File: src/rtl/spi_transaction_fsm.sv
// ---------------------------------------------------------------------------
// spi_transaction_fsm
//
// Control FSM for the SPI memory peripheral. One chip-select-low frame is a
// width-bit header {addr[width-2:0], rw} sent MSB first, followed by width data
// bits. rw=1 is a read and rw=0 is a write. The FSM uses the one-clk SCLK edge
// pulses from the input conditioner and the shift register's parallel output.
// It drives the address latch, the data memory write enable, the shift-register
// parallel load and the MISO tri-state enable.
//
// Ports
//   clk          in   1      system clock
//   resetN       in   1      asynchronous active-low reset
//   csN          in   1      synchronized chip select, active low
//   sclkPosEdge  in   1      1-clk pulse on SCLK rising edge
//   sclkNegEdge  in   1      1-clk pulse on SCLK falling edge
//   shiftRegOut  in   width  shift register parallel data out
//   addrWE       out  1      address latch enable, 1-clk pulse
//   dmWE         out  1      data memory write enable, 1-clk pulse
//   parallelLoad out  1      shift register parallel load
//   misoBufE     out  1      MISO tri-state buffer enable
// ---------------------------------------------------------------------------
module spi_transaction_fsm #(
    parameter int width = 8
) (
    input  logic             clk,
    input  logic             resetN,
    input  logic             csN,
    input  logic             sclkPosEdge,
    input  logic             sclkNegEdge,
    input  logic [width-1:0] shiftRegOut,
    output logic             addrWE,
    output logic             dmWE,
    output logic             parallelLoad,
    output logic             misoBufE
);

    typedef enum logic [2:0] {
        IDLE,
        GET_HDR,
        GOT_HDR,
        READ_LOAD,
        READ_SHIFT,
        WRITE_SHIFT,
        WRITE_COMMIT,
        DONE
    } state_t;

    // Value of the counter while the last edge pulse of a phase is being
    // consumed. width is at most 15, so the 4-bit counter never wraps.
    localparam logic [3:0] LAST_BIT = 4'(width - 1);

    state_t     state_q, state_d;
    logic [3:0] bit_count_q, bit_count_d;

    // Only the rw bit of the header steers the FSM. The address bits go
    // straight from the shift register to the address latch.
    logic unused_hdr_bits;
    assign unused_hdr_bits = ^shiftRegOut[width-1:1];

    always_ff @(posedge clk or negedge resetN) begin
        if (!resetN) begin
            state_q     <= IDLE;
            bit_count_q <= '0;
        end else begin
            state_q     <= state_d;
            bit_count_q <= bit_count_d;
        end
    end

    always_comb begin
        state_d     = state_q;
        bit_count_d = bit_count_q;

        unique case (state_q)
            IDLE: begin
                if (!csN) state_d = GET_HDR;
            end
            GET_HDR: begin
                if (sclkPosEdge) begin
                    if (bit_count_q == LAST_BIT) state_d = GOT_HDR;
                    else bit_count_d = bit_count_q + 4'd1;
                end
            end
            GOT_HDR: begin
                state_d = shiftRegOut[0] ? READ_LOAD : WRITE_SHIFT;
            end
            READ_LOAD: begin
                // The shift register takes the parallel load on its next
                // clock pulse. parallelLoad is held until that pulse arrives.
                if (sclkPosEdge) state_d = READ_SHIFT;
            end
            READ_SHIFT: begin
                if (sclkNegEdge) begin
                    if (bit_count_q == LAST_BIT) state_d = DONE;
                    else bit_count_d = bit_count_q + 4'd1;
                end
            end
            WRITE_SHIFT: begin
                if (sclkPosEdge) begin
                    if (bit_count_q == LAST_BIT) state_d = WRITE_COMMIT;
                    else bit_count_d = bit_count_q + 4'd1;
                end
            end
            WRITE_COMMIT: begin
                state_d = DONE;
            end
            DONE: begin
                if (csN) state_d = IDLE;
            end
            default: begin
                state_d = IDLE;
            end
        endcase

        // Deselect aborts any frame. This overrides an edge pulse that arrives
        // in the same clk, so a truncated write never reaches WRITE_COMMIT.
        if (csN && state_q != IDLE) state_d = IDLE;

        // Every phase starts counting from zero.
        if (state_d != state_q) bit_count_d = '0;
    end

    // Moore outputs. Reset forces IDLE, which clears all outputs at once.
    assign addrWE       = (state_q == GOT_HDR);
    assign parallelLoad = (state_q == READ_LOAD);
    assign misoBufE     = (state_q == READ_SHIFT);
    assign dmWE         = (state_q == WRITE_COMMIT);

endmodule

File: config.mk
export PLATFORM = sky130hd
export DESIGN_NAME = spi_transaction_fsm
export DESIGN_NICKNAME = d
export VERILOG_FILES = /design/src/rtl/spi_transaction_fsm.sv
export SDC_FILE = /design/constraint.sdc
export NUM_CORES = 1
export LEC_CHECK = 0
export ABC_AREA = 1
export BUFFER_PORTS_ARGS = -buffer_cell sky130_fd_sc_hd__buf_2
export CAP_MARGIN = 10
export CELL_PAD_IN_SITES_DETAIL_PLACEMENT = 0
export CELL_PAD_IN_SITES_GLOBAL_PLACEMENT = 1
export CORE_UTILIZATION = 38
export CTS_BUF_LIST = sky130_fd_sc_hd__clkbuf_8
export DETAILED_ROUTE_END_ITERATION = 8
export PLACE_DENSITY = 0.82
export SLEW_MARGIN = 10
export SYNTH_ARGS = -nofsm -noshare
export SYNTH_HDL_FRONTEND = slang
export SYNTH_SLANG_ARGS = --single-unit
File: constraint.sdc
create_clock -name clk -period 2.3 [get_ports clk]
set_clock_uncertainty 0.05 [all_clocks]
set_input_delay 0.46 -clock clk [delete_from_list [all_inputs] [get_ports clk]]
set_output_delay 0.46 -clock clk [all_outputs]
set_load 0.05 [all_outputs]
==> results.md <==
* CTS Buf Count at 3
* Adder-cell share of the synthesized area at roughly 2.2%
* Die area at between 0.0015 and 0.002 mm^2
* Synth Area in Simple Gates at ~46%
* CTS max path bufs at 2
* H-Tree Depth at 1
* Total clock sinks at 7
* Standard-cell row count at 13
* Core area at ~0.0014 mm^2
* Achievable clock frequency at about 530 MHz
* R2r startpoint: state_q[1]
* Critical Path Start Type: flop
* Final worst-path cycle share at about four fifths
* Synth Area in XOR/XNOR at under 10%
* Peak supply drop at 0.4283 mV
* Share of async-settable or async-resettable flops after synthesis at 100.0%
* Yosys warning count at 0
* Synth Instances at 87
* Antenna Cells at 0
* Final ANT Viol Nets at 0
* DR vias at around 530
* Final Hold Viols at 0
* R2R Path End: bit_count_q[2]
* Number of synthesized flops with an enable pin at 0
* Endpoints failing setup at 0
* Cell with the most instances after synthesis: nand2_1
* CP endpoint: misoBufE
* Seq cells post-synth at 7
* Layout Cells excl Fill at 113
* Routed wire length at approximately 1.1 mm
* Fin nets at around 110
* Initial antenna violation count at 0
* Crit. End Element: primary output
* Port Buf Inserts at 9
* Gr usage total at between 10% and 20%
* WL/cell at 9.938 um
* Largest cells by area after synthesis: dfrtp_1 (31%), nand2_1 (17%), inv_1 (8.6%)
* Arr. time, crit path at 1380 ps
* Chip width at roughly 41 um
* GPL Wtd Cong at around 0.70
* CTS-repair resized insts at 0
* Postcts setup bufs at 0
* Starting Density at between 40 and 50%
* Mux contribution to synthesized area at 0%
* Final worst-path setup slack at 414.1 ps
* Compound-gate portion of the synthesized area at under 10%
* Largest net degree at the start of global routing at 9
* Die height at about 41 um
* Overflow after GRT at 0
* Setup TNS at 0 ps
* DP HPWL at 894.2 um
* Area share of the largest cell type after synthesis at slightly above 30%
* Finished Core Util at 49.03%
* Avg Synthesized Cell Area at roughly 6.5 um^2
* Sequential element share of the synthesized area at 30.84%
* P&R area growth vs syn at 16.52%
* Post-synth cell types at 21
* Reg2reg setup slack at roughly 670 ps
* Unrepaired setup endpoints after global routing: false
* Max Fanout on Critical Path at 8
* Max_cap viols at 0
* Worst setup startpoint: state_q[1]
* Tmin final at about 1900 ps
* Clk slew on worst S/H paths at 40 ps
* CTS tree: yes
* DP Cell Count at between 100 and 150
* Rel. slew slack at between 70% and 80%
* Synthesized Nets at 101
* Setup Slack @ Placement at just under 700 ps
* Post-synth top flop: dfrtp_1
* DR iter-0 viols at 5
* Vias in the first global route at 466
* CP Class: flop to primary output
* CP required at between 1500 and 2000 ps
* CTS root buffer: clkbuf_8
* Cts hold-fix bufs at 0
* Pwr/cell area at 551.7 mW/mm^2
* Worst reg-to-reg path cell count at 9
* Worst min path class: input port to asynchronous set/reset pin
* Largest area contributor in the netlist: dfrtp_1
* Leakage at roughly 0.38 nW
* Measured slew at the worst slew-check pin at ~350 ps
* Clock insertion delay at the later pin of the skew report at roughly 230 ps
* Largest family of logic cells by synthesized area: simple AND/OR/NAND/NOR gates
* First-pass GRT wire length at approximately 1.9 mm
* Outcome: finished, final reports clean
* Final Max Slew Viols at 0
* Detailed Routing Iterations Pass 1 at 4
* Num ports at 17
* Drt drc at 0
* Mapped cell area at 568.0 um^2
* Commonest cells in the netlist: nand2_1 (25), inv_1 (13), nor2_1 (11), nand3_1 (9), dfrtp_1 (7)
* Hold slack at about 3.1 ps
* Share of cells above drive strength 1 at 26.53%
* Via density at ~4.7
cells in the final DEF (no fill, tap or decap):
cell	count
nand2_1	25
inv_1	13
nor2_1	11
nand3_1	9
buf_2	9
dfrtp_1	7
nor2_2	3
inv_2	3
nand2_2	3
clkbuf_8	3
nor3_1	1
nor2_4	1
nand4_1	1
a21oi_1	1
o21ai_0	1
a21boi_2	1
nand3b_4	1
a21oi_2	1
xor2_1	1
o21ai_1	1
ha_1	1
clkinv_2	1
state kept, by name, summed over array words and instances, names as in the netlist:
register / flops
state_q: 3
bit_count_q: 4
metal layers:
| layer | wire (um) | vias up | part of all wire (%) | GRT usage (%) |
|---|---|---|---|---|
| met5 | 0 | - | 0 | 0 |
| met4 | 18 | 0 | 1.6 | 12.50 |
| met3 | 39 | 2 | 3.5 | 3.261 |
| met2 | 501 | 15 | 45 | 27.78 |
| met1 | 564 | 224 | 50 | 22.97 |
| li1 | - | 287 | - | - |
where the power goes:
part | leakage (nW) | total (mW) | switching (mW) | internal, mW
Sequential | 0.0952 | 0.138 | 0.00779 | 0.130
Combinational | 0.261 | 0.0516 | 0.0321 | 0.0195
Clock | 0.0255 | 0.176 | 0.0582 | 0.118
worst min-delay path by stage:
stage	start	end	slack [ps]	depth (start not counted)
after floorplan	resetN	bit_count_q[0]	110	0
after global placement	resetN	state_q[0]	240	1
after detailed placement	resetN	state_q[0]	250	1
after CTS	resetN	state_q[0]	2	1
after global routing	resetN	state_q[0]	4	1
final	resetN	bit_count_q[1]	3	1
cells by family (layout without fill, tap and decap cells):
group                    Yosys count  in the layout
adder cells (fa/ha/maj)            1              1
buffers and inverters             18             29
flip-flops                         7              7
AND/OR/NAND/NOR                   55             55
AO/OA/AOI/OAI                      5              5
XOR/XNOR                           1              1
critical path, cell delays in order, from the launching register on:
cell     delay [ps]
dfrtp_1         490
nor2_2          210
nand2_1         130
inv_1            60
buf_2           250
area by class of cell:
cell class	count	area [um^2]
clock buffer	3	41.29
clock inverter	1	5.005
fill	152	688.2
inverter	16	60.06
multi-input combinational	62	316.6
sequential	7	175.2
tap	15	18.77
timing repair buffer	9	45.04
per-stage QoR:
stage / cell area (um^2) / power, mW
2_1_floorplan: 568.0 / 0.1758
3_3_place_gp: 615.6 / 0.1907
3_5_place_dp: 615.6 / 0.1916
4_1_cts: 661.9 / 0.3713
5_1_grt: 661.9 / 0.3885
6_report: 661.9 / 0.3651
(Power assumes the default switching activity.)
